==> src/rtl/heater_pkg.sv <==
// Definitions shared by the heater PWM driver and the PID block that feeds it:
// response format defaults, driver state encoding and command saturation.
package heater_pkg;

    localparam int unsigned RESP_WIDTH = 12;
    localparam int unsigned RESP_FRAC  = 4;

    typedef enum logic [1:0] {
        IDLE  = 2'd0,
        RUN   = 2'd1,
        FAULT = 2'd2
    } drv_state_t;

    // Integer part of a signed fixed-point command, clamped to [0, 2^pb-1].
    // The arithmetic shift truncates towards minus infinity, so every negative
    // input (including small negative fractions) lands at or below zero.
    function automatic logic [31:0] sat_duty(
        input logic signed [31:0] value,
        input int unsigned        frac,
        input int unsigned        pb
    );
        logic signed [31:0] ipart;
        logic signed [31:0] maxv;
        ipart = value >>> frac;
        maxv  = (32'sd1 <<< pb) - 32'sd1;
        if (ipart <= 32'sd0) begin
            sat_duty = 32'd0;
        end else if (ipart > maxv) begin
            sat_duty = maxv;
        end else begin
            sat_duty = ipart;
        end
    endfunction

endpackage

==> src/rtl/pwm_counter.sv <==
// Free-running PWM period counter: period boundary detection, registered
// period_start pulse and the registered heater compare against the duty.
module pwm_counter #(
    parameter int unsigned PB = 7
) (
    input  logic          clk_i,
    input  logic          rst_i,
    input  logic [PB-1:0] duty_i,
    input  logic          en_i,
    output logic          boundary_o,
    output logic          period_start_o,
    output logic          heater_on_o
);

    localparam logic [PB-1:0] CNT_MAX = {PB{1'b1}};

    logic          armed_q;
    logic [PB-1:0] cnt_q;
    logic [PB-1:0] cnt_d;
    logic          period_start_q;
    logic          heater_on_q;

    // The first edge after reset opens period 0 without advancing the count.
    always_comb begin
        if (armed_q) begin
            cnt_d = cnt_q + {{(PB-1){1'b0}}, 1'b1};
        end else begin
            cnt_d = {PB{1'b0}};
        end
    end

    assign boundary_o = armed_q && (cnt_q == CNT_MAX);

    // Counter and registered outputs; duty_i/en_i are the parent's next-state
    // values so heater_on lines up with the cycle that duty takes effect.
    always_ff @(posedge clk_i or posedge rst_i) begin
        if (rst_i) begin
            armed_q        <= 1'b0;
            cnt_q          <= {PB{1'b0}};
            period_start_q <= 1'b0;
            heater_on_q    <= 1'b0;
        end else begin
            armed_q        <= 1'b1;
            cnt_q          <= cnt_d;
            period_start_q <= !armed_q || boundary_o;
            heater_on_q    <= en_i && (cnt_d < duty_i);
        end
    end

    assign period_start_o = period_start_q;
    assign heater_on_o    = heater_on_q;

endmodule

==> src/rtl/heater_pwm_driver.sv <==
// Heater PWM driver: captures PID commands, applies them only at period
// boundaries, and trips a watchdog fault when commands stop arriving.
module heater_pwm_driver
    import heater_pkg::*;
#(
    parameter int unsigned WIDTH   = RESP_WIDTH,
    parameter int unsigned FRAC    = RESP_FRAC,
    parameter int unsigned PB      = 7,
    parameter int unsigned TIMEOUT = 4
) (
    input  logic             CLK,
    input  logic             RST,
    input  logic [WIDTH-1:0] response,
    input  logic             computed,
    output logic             heater_on,
    output logic [PB-1:0]    duty,
    output logic             period_start,
    output logic             applied,
    output logic             fault
);

    localparam int unsigned     WD_W   = $clog2(TIMEOUT + 1);
    localparam logic [WD_W-1:0] WD_MAX = WD_W'(TIMEOUT);
    localparam logic [WD_W-1:0] WD_TRIP = WD_W'(TIMEOUT - 1);

    drv_state_t        state_q, state_d;
    logic [PB-1:0]     duty_q, duty_d;
    logic [PB-1:0]     pending_q, pending_d;
    logic              pend_v_q, pend_v_d;
    logic [WD_W-1:0]   wd_q, wd_d;
    logic              fault_q, fault_d;
    logic              applied_q, applied_d;

    logic signed [31:0] resp_ext_s;
    logic [PB-1:0]      sat_s;
    logic               boundary_s;
    logic               run_d;

    assign resp_ext_s = {{(32-WIDTH){response[WIDTH-1]}}, response};
    assign sat_s      = PB'(sat_duty(resp_ext_s, FRAC, PB));
    assign run_d      = (state_d == RUN);

    pwm_counter #(
        .PB(PB)
    ) u_pwm_counter (
        .clk_i          (CLK),
        .rst_i          (RST),
        .duty_i         (duty_d),
        .en_i           (run_d),
        .boundary_o     (boundary_s),
        .period_start_o (period_start),
        .heater_on_o    (heater_on)
    );

    // Capture, boundary load (with same-edge bypass), watchdog and FSM.
    always_comb begin
        state_d   = state_q;
        duty_d    = duty_q;
        pending_d = pending_q;
        pend_v_d  = pend_v_q;
        wd_d      = wd_q;
        fault_d   = fault_q;
        applied_d = 1'b0;

        if (computed) begin
            pending_d = sat_s;
            pend_v_d  = 1'b1;
            wd_d      = {WD_W{1'b0}};
        end else begin
            pending_d = pending_q;
        end

        if (boundary_s) begin
            if (!computed && (wd_q != WD_MAX)) begin
                wd_d = wd_q + {{(WD_W-1){1'b0}}, 1'b1};
            end else begin
                wd_d = wd_d;
            end

            if (computed || pend_v_q) begin
                duty_d    = computed ? sat_s : pending_q;
                pend_v_d  = 1'b0;
                applied_d = 1'b1;
                fault_d   = 1'b0;
                state_d   = RUN;
            end else begin
                case (state_q)
                    RUN: begin
                        if (wd_q >= WD_TRIP) begin
                            state_d = FAULT;
                            fault_d = 1'b1;
                            duty_d  = {PB{1'b0}};
                        end else begin
                            state_d = RUN;
                        end
                    end
                    IDLE:    state_d = IDLE;
                    FAULT:   state_d = FAULT;
                    default: begin
                        state_d = IDLE;
                        duty_d  = {PB{1'b0}};
                        fault_d = 1'b0;
                    end
                endcase
            end
        end else begin
            state_d = state_q;
        end
    end

    // State and command registers.
    always_ff @(posedge CLK or posedge RST) begin
        if (RST) begin
            state_q   <= IDLE;
            duty_q    <= {PB{1'b0}};
            pending_q <= {PB{1'b0}};
            pend_v_q  <= 1'b0;
            wd_q      <= {WD_W{1'b0}};
            fault_q   <= 1'b0;
            applied_q <= 1'b0;
        end else begin
            state_q   <= state_d;
            duty_q    <= duty_d;
            pending_q <= pending_d;
            pend_v_q  <= pend_v_d;
            wd_q      <= wd_d;
            fault_q   <= fault_d;
            applied_q <= applied_d;
        end
    end

    assign duty    = duty_q;
    assign fault   = fault_q;
    assign applied = applied_q;

endmodule
==> config.mk <==
export PLATFORM = sky130hd
export DESIGN_NAME = heater_pwm_driver
export DESIGN_NICKNAME = d
export VERILOG_FILES = /design/src/rtl/heater_pkg.sv /design/src/rtl/pwm_counter.sv /design/src/rtl/heater_pwm_driver.sv
export SDC_FILE = /design/constraint.sdc
export NUM_CORES = 1
export LEC_CHECK = 0
export ABC_AREA = 1
export BUFFER_PORTS_ARGS = -buffer_cell sky130_fd_sc_hd__buf_2
export CAP_MARGIN = 20
export CORE_ASPECT_RATIO = 1.4
export CORE_MARGIN = 2
export CORE_UTILIZATION = 25
export CTS_CLUSTER_SIZE = 20
export DETAILED_ROUTE_END_ITERATION = 8
export PLACE_DENSITY_LB_ADDON = 0.3
export SLEW_MARGIN = 20
export SYNTH_ARGS = -nofsm -noshare
export SYNTH_HDL_FRONTEND = slang
export SYNTH_SLANG_ARGS = --single-unit
==> constraint.sdc <==
create_clock -name CLK -period 3.4 [get_ports CLK]
set_clock_uncertainty 0.2 [all_clocks]
set_input_delay 0.68 -clock CLK [delete_from_list [all_inputs] [get_ports CLK]]
set_output_delay 0.68 -clock CLK [all_outputs]
set_load 0.005 [all_outputs]
**After elaboration in Yosys (flattened, before gate mapping)**

Index checks and enable logic that the tools add are counted.

- Flip-flop bits (word level): 32
- Bits in latches: 0
- Memory bits (writable): 0
- ROM bits: 0
- Bits of input ports: 15
- Output and inout bits: 11
- Word-level logic and storage cells: 57
- Memories: 0

- $add $sub $neg: 2
- Multipliers: 0
- Divide/modulo/power cells: 0
- Magnitude comparators: 4
- Eq/ne operators: 7
- Shift-type cells: 0
- Multiplexer cells: 23
- Bitwise gates (word level): 0
- Reduce and logical (&&, ||, !) cells: 10

Operators with widths:

| operator | number |
|---|---|
| $mux W7 | 7 |
| $pmux W7 S2 | 1 |
| $mux W3 | 3 |
| $gt A8 B8 Y1 const B | 1 |
| $le A8 B1 Y1 const B | 1 |
| $add A7 B1 Y7 const B | 1 |
| $eq A7 B7 Y1 const B | 1 |
| $lt A7 B7 Y1 | 1 |
| $mux W1 | 7 |
| $mux W2 | 3 |
| $ne A3 B3 Y1 const B | 2 |
| $eq A2 B1 Y1 const B | 2 |
| $pmux W2 S2 | 1 |
| $add A3 B1 Y3 const B | 1 |
| $ge A3 B2 Y1 const B | 1 |
| $logic_and A1 B1 Y1 | 3 |
| $reduce_and A3 Y1 | 1 |
| $eq A2 B2 Y1 const B | 1 |
| $logic_not A1 Y1 | 2 |
| $logic_not A2 Y1 | 1 |
| $logic_or A1 B1 Y1 | 2 |
| $ne A2 B1 Y1 const B | 1 |
| $pmux W1 S2 | 1 |
| $reduce_or A2 Y1 | 1 |

**Depth between registers and ports, before layout**

Gate-level depths: netlist of the first run.

- Word-level depth: 8
- Depth in mapped cells: 14
- Gate-level depth less buffers: 14

**Cells and area by module**

From an unflattened synthesis of the first run, not the netlist that was laid out.

- Cell total of the unflattened synthesis: 203
- Area total of the unflattened synthesis: 1,711.6 um^2

Modules (own cells, without submodules):

| module | times used | cells each | area an instance (um^2) | sequential area each (um^2) |
|---|---|---|---|---|
| heater_pwm_driver | 1 | 130 | 1,124.8 | 550.5 |
| pwm_counter | 1 | 73 | 586.8 | 250.2 |

**Worst setup path before layout of the first run**

Ideal clock, no wire load.

- Path type: input-to-reg
- From: in computed
- To: reg u_pwm_counter.heater_on_q (netlist: u_pwm_counter.heater_on_o)
- Library setup time: 0.073 ns
- Arrival time: 2.070 ns
- Required time: 3.127 ns
- Path slack: 1.057 ns
- Cell stages on the path: 10
- Buffers on the path: 2
- Path through: buf_6 -> inv_1 -> buf_2 -> o21ai_0 -> a22oi_1 -> ha_1 -> a21oi_1 -> o21a_1 -> nand3_1 -> a21oi_2

- Word-level cells in the longest chain between the ends: 5
- Elaborated cells on any way between the ends: 9
- Classes of those cells: 1 x order compare; 1 x eq/ne; 5 x mux; 2 x reduce/logical

RTL lines:

| element | line | source |
|---|---|---|
| start, declared | heater_pwm_driver.sv:14 | `input logic computed,` |
| $mux W7 / $logic_or A1 B1 Y1 (equally long branches) | n/a |  |
| $mux W7 / $mux W2 (equally long branches) | heater_pwm_driver.sv:80 | `if (computed \|\| pend_v_q) begin` |
| $mux W7 / $mux W2 (equally long branches) | heater_pwm_driver.sv:73 | `if (boundary_s) begin` |
| $lt A7 B7 Y1 / $eq A2 B1 Y1 (equally long branches) | pwm_counter.sv:46, heater_pwm_driver.sv:41 |  |
| $logic_and A1 B1 Y1 (*) | pwm_counter.sv:46 | `heater_on_q <= en_i && (cnt_d < duty_i);` |
| end signal, assigned | pwm_counter.sv:46 |  |
| end, declared | pwm_counter.sv:21 | `logic heater_on_q;` |

Mark *: on every way between the ends. The rest lies on a longest branch, timed or not.
A chain may end at the register's enable or synchronous reset.

**Worst setup path in the final report of the first run**

- From: reg wd_q[0]
- To: reg u_pwm_counter.heater_on_q (netlist: u_pwm_counter.heater_on_o)

- Word-level cells in the longest chain between the ends: 7
- Elaborated cells on any way between the ends: 12
- Classes of those cells: 2 x order compare; 1 x eq/ne; 8 x mux; 1 x reduce/logical

RTL lines:

| element | line | source |
|---|---|---|
| start, declared | heater_pwm_driver.sv:30 | `logic [WD_W-1:0] wd_q, wd_d;` |
| start signal, assigned | heater_pwm_driver.sv:118 | `wd_q <= {WD_W{1'b0}};` |
| start signal, assigned | heater_pwm_driver.sv:126 | `wd_q <= wd_d;` |
| $ge A3 B2 Y1 (*) | heater_pwm_driver.sv:89 | `if (wd_q >= WD_TRIP) begin` |
| $mux W7 / $mux W2 (equally long branches) | heater_pwm_driver.sv:89 |  |
| $pmux W7 S2 / $pmux W2 S2 (equally long branches) | heater_pwm_driver.sv:87 | `case (state_q)` |
| $mux W7 / $mux W2 (equally long branches) | heater_pwm_driver.sv:80 |  |
| $mux W7 / $mux W2 (equally long branches) | heater_pwm_driver.sv:73 |  |
| $lt A7 B7 Y1 / $eq A2 B1 Y1 (equally long branches) | pwm_counter.sv:46, heater_pwm_driver.sv:41 |  |
| $logic_and A1 B1 Y1 (*) | pwm_counter.sv:46 |  |

Marks and branches as above.

==> Flow_metrics.wiki, run 1 <==
{| class="wikitable"
! Metric !! Value
|-
| Part of the Yosys area used for sequential elements || 0.493
|-
| Highest clock rate || 397 MHz
|-
| Final worst path period share || 0.741
|-
| Cell with the biggest individual delay on the critical path || dfrtp_1
|-
| Wire length per cell || 11.9 um
|-
| Result of the run || finished, final reports clean
|-
| Most Frequent Cell on Critical Path || ha_1
|-
| Antenna cells || 0
|-
| Peak ir drop on the vdd network || 0.233 mV
|-
| Number of buffers inserted for hold repair after clock tree synthesis || 0
|-
| Cell breakdown of the critical path || ha_1 > ha_1 > nor2_1 > nand3_1 > nand2_1 > nand2_1 > nand2_4 > a22oi_1 > ha_1 > a21oi_1 > o21a_1 > nand3_1 > a21oi_2
|-
| #FFs+latches synth || 32
|-
| Number of antenna violations at the first check in global routing || 0
|-
| Crit. Startpoint || wd_q[0]$_DFF_PP0_
|-
| Post-synthesis instance total || 169
|-
| Iteration-0 DRC Markers || 43
|-
| Buffer depth of the longest clock path || 2
|-
| Die X-Extent || about 70 um
|-
| Root buffer cell || clkbuf_8
|-
| Pins Over Slew Limit || 0
|-
| Hold Violations, Final || 0
|-
| CTS H-Tree Depth || 2
|-
| PortBufs || 21
|-
| Pin count of the biggest net entering global routing || 33
|-
| Number of clock buffers inserted by TritonCTS || 5
|-
| Number of routed nets with antenna violations || 0
|-
| Multiplexer share of the synthesized area || 0
|-
| Post-CTS resize count || 0
|-
| Maximum fanout along the worst path || 7
|-
| Area added between synthesis and finish || 18.1%
|-
| Arrival time worst endpoint || 2.52 ns
|-
| Post-synthesis cell type count || 30
|-
| Number of nets in the final layout || roughly 230
|-
| Minimum setup slack in the final design || slightly below 0.9 ns
|-
| Fraction of final layout cells sized beyond drive strength 1 || 0.223
|-
| Total vias in the final route || 1164
|-
| Xor and xnor fraction of the mapped netlist area || 0
|-
| Setup repair after global routing missed its margin || no
|-
| Final number of setup-violating endpoints || 0
|-
| Via count of the first global-routing pass || between 1000 and 1500
|-
| Total routing usage reported by global routing || 0.104
|-
| Adder and majority cell fraction of the synthesized area || 0.108
|-
| Initial standard-cell utilization of the core || 0.260
|-
| Worst reg2reg path startpoint || wd_q[0]$_DFF_PP0_
|-
| Placed inst area || ~1800 sq um
|-
| Detail-routed via count per cell || 4.33
|-
| Ports placed on the boundary || 26
|-
| Clock period minus worst slack || 2.52 ns
|-
| Post-Synthesis Net Count || 198
|-
| Insertion delay of the later-clocked pin in the worst-skew pair || 0.28 ns
|-
| Cell Count Post-Placement || 261
|-
| Simple-gate area share of the yosys netlist || 0.207
|-
| Clock-pin slew on the worst setup and hold paths || about 0.070 ns
|-
| LEAKAGE || 1.03 nW
|-
| Residual overflow from global routing || 0
|-
| Buffers inserted by post-CTS timing repair || 0
|-
| Layout fillers || 662
|-
| Post-Route WL || between 3000 and 4000 um
|-
| Largest family of logic cells by synthesized area || simple AND/OR/NAND/NOR gates
|-
| CTS Sinks || 32
|-
| Area enclosed by the die boundary || between 7000 and 8000 sq um
|-
| Global placer's final weighted congestion || about 0.77
|-
| First-pass GRT wire length || 5740 um
|-
| Pre-CTS WS || 0.696 ns
|-
| YS warnings || 0
|-
| Final instance count without filler cells || 269
|-
| Number of remaining DRC errors || 0
|-
| Kind of launch point of the worst setup path || flip-flop
|-
| HPWL after detailed placement || 2440 um
|-
| Core footprint || ~6300 sq um
|-
| Area of all placed cells without fillers || around 1900 sq um
|-
| Synth Cell Area || 1620 sq um
|-
| PD cells || 425 nW/um^2
|-
| Leading cell type in the layout, fill and taps excluded || nand2_1
|-
| Post-synthesis compound-gate area fraction || 0.124
|-
| Total iterations of the first detailed-routing run || 4
|-
| Avg Inst Size Synth || 9.61 sq um
|-
| CTS tree || done
|-
| Largest stage delay on the critical path || 0.42 ns
|-
| Core Rows || 34
|-
| Top library cells by usage in the layout, fill and taps aside || nand2_1, dfrtp_1, inv_1, buf_2, ha_1
|-
| Final setup TNS || 0 ns
|-
| Worst path required time || 3.40 ns
|-
| Setup CP Type || reg -> reg
|-
| Die Height || between 90 and 100 um
|-
| Kind of path behind the tightest hold check || in -> async
|-
| Sort of element at the end of the critical path || flip-flop
|-
| Total Power Consumption || 815 uW
|-
| Number of max-cap violations || 0
|}
==> worst max-delay path, delay by kind of cell, from the launching register on <==
family | cells | cell delay, ns
adders and majority gates | 3 | 0.71
and+or+nand+nor | 6 | 0.63
AOI/OAI and AO/OA | 4 | 0.48
DFF | 1 | 0.42
==> kinds of logic after synthesis <==
logic type | count (synthesis)
AOI/OAI and AO/OA | 31
adders and majority gates | 14
buffers and inverters | 26
DFF | 32
other | 1
and+or+nand+nor | 65
==> report_power, final <==
| part | switching (mW) | internal [mW] |
|---|---|---|
| Sequential | 0.00706 | 0.396 |
| Combinational | 0.0366 | 0.0215 |
| Clock | 0.137 | 0.217 |
==> metal layers <==
metal,up-vias,share of wire,wire (um),global-route usage
met4,0,0.012,37,0.0392
met1,538,0.42,1340,0.117
met5,-,0,0,0
met3,2,0.033,105,0.0294
met2,17,0.54,1730,0.183
li1,607,-,-,-
==> flip-flops by register name, indices dropped and copies added, names as in the netlist <==
signal and flops:
fault 1, wd_q 3, pend_v_q 1, applied 1, u_pwm_counter.armed_q 1, u_pwm_counter.heater_on_o 1
u_pwm_counter.period_start_o 1, pending_q 7, state_q 2, duty 7, u_pwm_counter.cnt_q 7
==> metrics by stage <==
step	hold WS [ns]	util
after floorplan	0.246	-
after CTS	0.283	0.307
final	0.279	0.307
after global routing	0.317	0.307
after global placement	0.265	0.290
after detailed placement	0.268	0.290
==> cell type report <==
type	count	area [sq um]	area share
Sequential cell	32	801	0.417
Multi-Input combinational cell	111	717	0.374
Timing Repair Buffer	22	113	0.0587
Inverter	24	90.1	0.0470
Tap cell	72	90.1	0.0470
Clock buffer	6	72.6	0.0378
Clock inverter	2	35.0	0.0183
==> synthesized netlist by cell type, drive strengths merged <==
library cell,number,area share
inv,24,0.055
o21a,1,0.0046
o31ai,2,0.0092
ha,14,0.11
o211ai,1,0.0077
nor3,1,0.0031
nor2,14,0.057
a21oi,9,0.030
a211oi,1,0.0046
conb,1,0.0023
nand3b,1,0.0046
o21ai,8,0.027
and3,1,0.0046
buf,2,0.010
a22oi,6,0.028
a31oi,2,0.0077
nand2,39,0.099
dfrtp,32,0.49
a221oi,1,0.0054
nand3,9,0.039
==> worst paths after layout <==
kind                                                           to  slack, ns  cells after the start
max                           u_pwm_counter.heater_on_o$_DFF_PP0_       0.88                     13
min                        u_pwm_counter.period_start_o$_DFF_PP0_       0.28                      3
max reg2reg                   u_pwm_counter.heater_on_o$_DFF_PP0_       0.88                     13
min reg2reg                                pending_q[0]$_DFF_PP0_       0.28                      2
max in group asynchronous     u_pwm_counter.heater_on_o$_DFF_PP0_       2.43                      3
min in group CLK                           pending_q[0]$_DFF_PP0_       0.28                      2
Power figures use the tool's default switching activity.
==> run 2, diff against run 1 <==
==> constraint.sdc (replaced) <==
create_clock -name CLK -period 2.05 [get_ports CLK]
set_clock_uncertainty 0.2 [all_clocks]
set_input_delay 0.41 -clock CLK [delete_from_list [all_inputs] [get_ports CLK]]
set_output_delay 0.41 -clock CLK [all_outputs]
set_load 0.005 [all_outputs]
==> run 2 against run 1 <==
Against the previous run:
- the flow now finishes with violations (negative hold slack, negative setup slack)
- global-route usage rose by 1.4 points
- final cell count grew 18%
- clock power increased by 45%
- count of clock-buffer cells in the layout unchanged
- register-to-register slack worse by 1.2 ns
==> Flow_metrics.wiki, run 2 (same netlist as run 1, synthesis figures left out) <==
{| class="wikitable"
! Metric !! Value
|-
| Final setup TNS || -0.427 ns
|-
| Clock period minus worst slack || ~2.3 ns
|-
| PD cells || roughly 540 nW/um^2
|-
| Number of nets in the final layout || 274
|-
| Pins Over Slew Limit || 0
|-
| CTS H-Tree Depth || 2
|-
| Worst path required time || 2.07 ns
|-
| Wire length per cell || 11.4 um
|-
| Number of buffers inserted for hold repair after clock tree synthesis || 0
|-
| PortBufs || 21
|-
| Fraction of final layout cells sized beyond drive strength 1 || 0.463
|-
| Global placer's final weighted congestion || 0.800
|-
| Crit. Startpoint || wd_q[0]$_DFF_PP0_
|-
| Number of routed nets with antenna violations || 0
|-
| Total vias in the final route || 1383
|-
| Area added between synthesis and finish || 47.5%
|-
| Setup repair after global routing missed its margin || yes
|-
| CTS tree || done
|-
| Total Power Consumption || 1.30 mW
|-
| Worst-case reg-to-reg path depth || 13
|-
| Switching share of power || 0.249
|-
| Worst reg2reg path startpoint || wd_q[0]$_DFF_PP0_
|-
| Residual overflow from global routing || 0
|-
| Number of clock buffers inserted by TritonCTS || 5
|-
| Die X-Extent || slightly above 70 um
|-
| Die Height || 99.4 um
|-
| Cell with the biggest individual delay on the critical path || dfrtp_1
|-
| Core Rows || 34
|-
| Reg2reg setup slack || -0.27 ns
|-
| CTS Sinks || 32
|-
| Total iterations of the first detailed-routing run || 4
|-
| Number of antenna violations at the first check in global routing || 0
|-
| Antenna cells || 0
|-
| Relative contribution of the clock network to total power || 0.396
|-
| Failing checks || negative hold slack, negative setup slack
|-
| Insertion delay of the later-clocked pin in the worst-skew pair || 0.29 ns
|-
| Switching power summed over all nets || roughly 320 uW
|-
| Iteration-0 DRC Markers || 34
|-
| HPWL after detailed placement || roughly 2700 um
|-
| Kind of launch point of the worst setup path || flip-flop
|-
| Ports placed on the boundary || 26
|-
| Minimum setup slack in the final design || -0.271 ns
|-
| Worst hold-check slack || -0.0133 ns
|-
| Core footprint || 6250 sq um
|-
| Top library cells by usage in the layout, fill and taps aside || buf_4, nand2_1, dfrtp_1, inv_1, buf_2
|-
| Setup CP Type || reg -> reg
|-
| Via count of the first global-routing pass || 1497
|-
| Highest clock rate || 431 MHz
|-
| First-pass GRT wire length || 6470 um
|-
| Root buffer cell || clkbuf_8
|-
| Detail-routed via count per cell || 4.35
|-
| Initial standard-cell utilization of the core || 0.260
|-
| Hold Violations, Final || 4
|-
| Sort of element at the end of the critical path || flip-flop
|-
| Pin count of the biggest net entering global routing || 33
|-
| Total routing usage reported by global routing || 0.118
|-
| LEAKAGE || roughly 1.3 nW
|-
| Final worst path period share || 1.13
|-
| Leading cell type in the layout, fill and taps excluded || buf_4
|-
| Area enclosed by the die boundary || slightly above 7000 sq um
|-
| End of the worst register-to-register path || u_pwm_counter.heater_on_o$_DFF_PP0_
|-
| Kind of path behind the tightest hold check || in -> async
|-
| Combinational cell fraction of total power || 0.090
|-
| Number of remaining DRC errors || 0
|-
| Int Power || 975 uW
|-
| Clock-pin slew on the worst setup and hold paths || roughly 0.070 ns
|-
| Cell breakdown of the critical path || ha_2 > ha_4 > nor2_4 > nand3_2 > nand2_2 > nand2_2 > nand2_4 > a22oi_2 > ha_1 > a21oi_1 > o21a_1 > nand3_2 > a21oi_2
|-
| Final number of setup-violating endpoints || 3
|-
| Largest stage delay on the critical path || 0.39 ns
|-
| Peak ir drop on the vdd network || 0.369 mV
|-
| Post-Route WL || between 3000 and 4000 um
|-
| Buffer depth of the longest clock path || 2
|-
| Number of max-cap violations || 0
|-
| Result of the run || finished, violations left
|-
| Portion of total power attributed to sequential cells || 0.514
|-
| Arrival time worst endpoint || 2.34 ns
|-
| Layout fillers || 631
|-
| Maximum fanout along the worst path || 6
|-
| Capturing instance or port of the critical path || u_pwm_counter.heater_on_o$_DFF_PP0_
|}
run 2: changes by cell type in the layout (fill, tap and decap cells not counted), moves of 4 or more:
cell,previous run,this run
buf_4,1,47
a22oi_1,6,1
a22oi_2,0,5
ha_1,14,10
run 2: power groups by stage:
stage | clock, mW | sequential, mW | combinational (mW)
after floorplan | 0 | 0.679 | 0.0638
after CTS | 0.535 | 0.667 | 0.120
after detailed placement | 0 | 0.679 | 0.118
final | 0.514 | 0.668 | 0.117
after global routing | 0.577 | 0.670 | 0.136
after global placement | 0 | 0.680 | 0.116
run 2: worst min path at each step:
stage | startpoint | end | slack (ns) | cells after the start
3_5_place_dp | u_pwm_counter.cnt_q[0]$_DFF_PP0_ | u_pwm_counter.cnt_q[0]$_DFF_PP0_ | 0.28 | 1
2_1_floorplan | pending_q[1]$_DFF_PP0_ | pending_q[1]$_DFF_PP0_ | 0.25 | 2
6_report | RST | fault$_DFFE_PP0P_ | -0.01 | 3
3_3_place_gp | u_pwm_counter.cnt_q[0]$_DFF_PP0_ | u_pwm_counter.cnt_q[0]$_DFF_PP0_ | 0.27 | 1
5_1_grt | RST | fault$_DFFE_PP0P_ | 0.04 | 3
4_1_cts | RST | fault$_DFFE_PP0P_ | 0.02 | 3
run 2: critical path: cells and delay by family, from the launching register on:
kind,cells,cell delay (ns)
fa+ha+maj,3,0.65
compound gates,4,0.49
simple gates,6,0.51
flops,1,0.39
run 2: final cells by class:
| class | instances | area, sq um | share of cell area |
|---|---|---|---|
| sequential | 32 | 801 | 0.334 |
| multi-input combinational | 111 | 830 | 0.346 |
| timing repair buffer | 71 | 492 | 0.205 |
| clock buffer | 6 | 82.6 | 0.0345 |
| tap | 72 | 90.1 | 0.0376 |
| inverter | 24 | 90.1 | 0.0376 |
| clock inverter | 2 | 10.0 | 0.00418 |
run 2: what timing repair did:
action	CTS	global route
setup buffers	12	4
pin swaps	10	4
cloned	0	0
endpoints found under the setup margin	1	3
resized for setup	8	12
run 2: per-layer routing:
metal	vias to the layer above	wire length [um]	global-route usage
li1	705	-	-
met1	654	1440	0.122
met2	17	1990	0.215
met3	7	124	0.0344
met4	0	81	0.0522
met5	-	0	0
run 2: per-stage QoR:
step | worst slack, ns | util | instances | cell area, sq um
2_1_floorplan | -0.194 | - | 169 | 1650
3_3_place_gp | -0.278 | 0.339 | 298 | 2120
3_5_place_dp | -0.355 | 0.339 | 298 | 2120
4_1_cts | -0.277 | 0.373 | 318 | 2330
5_1_grt | -0.410 | 0.383 | 318 | 2390
6_report | -0.271 | 0.383 | 318 | 2390
==> run 3, diff against run 2 <==
--- a/config.mk
+++ b/config.mk
@@ -5,7 +5,6 @@
 export SDC_FILE = /design/constraint.sdc
 export NUM_CORES = 1
 export LEC_CHECK = 0
-export ABC_AREA = 1
 export BUFFER_PORTS_ARGS = -buffer_cell sky130_fd_sc_hd__buf_2
 export CAP_MARGIN = 20
 export CORE_ASPECT_RATIO = 1.4
@@ -14,6 +13,7 @@
 export CTS_CLUSTER_SIZE = 20
 export DETAILED_ROUTE_END_ITERATION = 8
 export PLACE_DENSITY_LB_ADDON = 0.3
+export SKIP_LAST_GASP = 1
 export SLEW_MARGIN = 20
 export SYNTH_ARGS = -nofsm -noshare
 export SYNTH_HDL_FRONTEND = slang
==> run 3 against run 2 <==
Against the previous run:
- the run ends with negative setup slack left
- combinational power up 40%
- total power down 0.72%
- count of clock-buffer cells in the layout unchanged
- design area down 4.0%
- register-to-register slack worse by 0.61 ns
- final cell count down 8.2%
==> Flow_metrics.wiki, run 3 <==
{| class="wikitable"
! Metric !! Value
|-
| Pins Over Slew Limit || 0
|-
| Maximum fanout along the worst path || 4
|-
| Primary flip-flop cell chosen by synthesis mapping || dfrtp_1
|-
| Area of all placed cells without fillers || 2300 sq um
|-
| Insertion delay of the later-clocked pin in the worst-skew pair || 0.28 ns
|-
| Total iterations of the first detailed-routing run || 4
|-
| LEAKAGE || roughly 1.1 nW
|-
| Antenna cells || 0
|-
| Buffer depth of the longest clock path || 2
|-
| Number of routed nets with antenna violations || 0
|-
| Final number of setup-violating endpoints || 6
|-
| Post-synth top area cell || dfrtp_1
|-
| Failing checks || negative setup slack
|-
| Most frequent cell after synthesis || dfrtp_1
|-
| First-pass GRT wire length || 6100 um
|-
| Residual overflow from global routing || 0
|-
| Pin count of the biggest net entering global routing || 33
|-
| Area share of the largest cell type after synthesis || 0.499
|-
| Wire length per cell || approximately 13 um
|-
| Cell Count Post-Placement || about 280
|-
| Leading post-synthesis cells by cell area || dfrtp_1, ha_1, inv_1
|-
| Placed inst area || 2060 sq um
|-
| Total vias in the final route || 1272
|-
| Post-Route WL || 3660 um
|-
| Final setup TNS || -1.16 ns
|-
| Result of the run || finished, violations left
|-
| Number of max-cap violations || 0
|-
| Synth cell count leaders || dfrtp_1, inv_1, ha_1, nor2_1, nand2_1
|-
| CTS tree || done
|-
| Area enclosed by the die boundary || 7080 sq um
|-
| Number of clock buffers inserted by TritonCTS || 5
|-
| Via count of the first global-routing pass || 1340
|-
| Number of buffers inserted for hold repair after clock tree synthesis || 0
|-
| PD cells || 561 nW/um^2
|-
| Sort of element at the end of the critical path || flip-flop
|-
| Final worst path period share || 1.43
|-
| Fraction of registers with async set/reset || 1.00
|-
| #FFs+latches synth || 32
|-
| Clock-pin slew on the worst setup and hold paths || 0.06 ns
|-
| HPWL after detailed placement || 2810 um
|-
| Ports placed on the boundary || 26
|-
| Iteration-0 DRC Markers || 64
|-
| Worst-case reg-to-reg path depth || 13
|-
| Cell breakdown of the critical path || ha_2 > ha_4 > a211oi_4 > a211oi_2 > o41ai_4 > buf_4 > a22oi_2 > ha_1 > and3_4 > a221oi_2 > o21ai_1 > nor2_1 > o211a_1
|-
| Total routing usage reported by global routing || 0.114
|-
| Part of the Yosys area used for sequential elements || 0.499
|-
| Minimum setup slack in the final design || -0.882 ns
|-
| Top library cells by usage in the layout, fill and taps aside || buf_4, dfrtp_1, buf_2, inv_1, nor2_1
|-
| Number of antenna violations at the first check in global routing || 0
|-
| CTS H-Tree Depth || 2
|-
| Root buffer cell || clkbuf_8
|-
| Post-Synthesis Net Count || 180
|-
| Post-synthesis instance total || 151
|-
| Die Height || 98.8 um
|-
| Area added between synthesis and finish || 43.3%
|-
| Setup repair after global routing missed its margin || yes
|-
| Number of remaining DRC errors || 0
|-
| Pre-CTS WS || -1.02 ns
|-
| Core Rows || 34
|-
| Post-synthesis cell type count || 37
|-
| Die X-Extent || approximately 70 um
|-
| Final instance count without filler cells || 292
|-
| Cell with the biggest individual delay on the critical path || dfrtp_1
|-
| Number of nets in the final layout || 249
|-
| Highest clock rate || approximately 340 MHz
|-
| Kind of launch point of the worst setup path || flip-flop
|-
| Peak ir drop on the vdd network || roughly 0.21 mV
|-
| Synth Cell Area || 1600 sq um
|-
| Kind of path behind the tightest hold check || in -> async
|-
| Largest stage delay on the critical path || between 0.3 and 0.4 ns
|-
| Leading cell type in the layout, fill and taps excluded || buf_4
|-
| Layout fillers || 636
|-
| Arrival time worst endpoint || ~3.0 ns
|-
| Total Power Consumption || approximately 1.3 mW
|-
| Number of enable flip-flop cells after synthesis || 0
|-
| YS warnings || 0
|-
| Hold Violations, Final || 0
|-
| CTS Sinks || 32
|-
| PortBufs || 21
|-
| Avg Inst Size Synth || between 10 and 15 sq um
|-
| Worst path required time || 2.07 ns
|-
| Core footprint || 6210 sq um
|-
| Clock period minus worst slack || 2.93 ns
|-
| Detail-routed via count per cell || 4.36
|-
| Setup CP Type || reg -> reg
|-
| Initial standard-cell utilization of the core || 0.258
|-
| Global placer's final weighted congestion || 0.770
|-
| Fraction of final layout cells sized beyond drive strength 1 || 0.441
|-
| Reg2reg setup slack || -0.88 ns
|}
run 3: cell types whose count changed in the layout (fill, tap and decap cells not counted), moves of 5 or more:
cell     before  now
nand2_1      32   12
buf_4        47   40
inv_1        22   15
nand2_2       6    0
nor2_1        8   13
run 3: timing repair:
action	in CTS	in global routing
endpoints found under the setup margin	12	13
resized for setup	18	4
buffers inserted	8	3
pin swaps	13	14
run 3: worst paths after layout:
kind	start	end
setup / recovery	wd_q[1]$_DFF_PP0_	u_pwm_counter.heater_on_o$_DFF_PP0_
setup reg to reg	wd_q[1]$_DFF_PP0_	u_pwm_counter.heater_on_o$_DFF_PP0_
min in group CLK	response[4]	pending_q[0]$_DFF_PP0_
hold / removal	RST	wd_q[1]$_DFF_PP0_
max in group asynchronous	RST	u_pwm_counter.cnt_q[2]$_DFF_PP0_
hold reg to reg	fault$_DFFE_PP0P_	fault$_DFFE_PP0P_
run 3: worst max-delay path, delay by kind of cell (launching register included):
| kind | cells | cell delay, ns |
|---|---|---|
| DFF | 1 | 0.38 |
| AOI/OAI and AO/OA | 7 | 1.13 |
| adders and majority gates | 3 | 0.68 |
| buffers and inverters | 1 | 0.20 |
| and+or+nand+nor | 2 | 0.29 |
run 3: cells by family after synthesis:
group / after synthesis / synth area share
xor+xnor: 6 / 0.0328
other cells: 1 / 0.00234
mux: 1 / 0.00624
flops: 32 / 0.499
fa+ha+maj: 14 / 0.109
buf+inv: 23 / 0.0585
simple gates: 41 / 0.130
compound gates: 33 / 0.161
run 3: cell type report:
| type | count | area, sq um | area share |
|---|---|---|---|
| multi-input combinational | 96 | 812 | 0.353 |
| inverter | 21 | 78.8 | 0.0343 |
| clock buffer | 6 | 72.6 | 0.0316 |
| clock inverter | 1 | 5.00 | 0.00218 |
| sequential | 32 | 801 | 0.348 |
| tap | 72 | 90.1 | 0.0392 |
| timing repair buffer | 64 | 439 | 0.191 |
run 3: where the power goes:
part / total, mW / switching, mW / internal [mW]
combinational: 0.164 / 0.0796 / 0.0841
sequential: 0.674 / 0.0156 / 0.659
clock: 0.451 / 0.221 / 0.230
total: 1.29 / 0.316 / 0.973
run 3: routing by layer:
metal  track usage  share of wire
met3        0.0245          0.028
met5             0              0
met1         0.121           0.40
met2         0.211           0.55
met4        0.0479          0.019
run 3: through the flow:
stage          utilization  hold slack [ns]
4_1_cts              0.363           0.0190
2_1_floorplan            -            0.245
3_3_place_gp         0.332            0.289
6_report             0.370          0.00517
5_1_grt              0.370           0.0589
3_5_place_dp         0.332            0.288
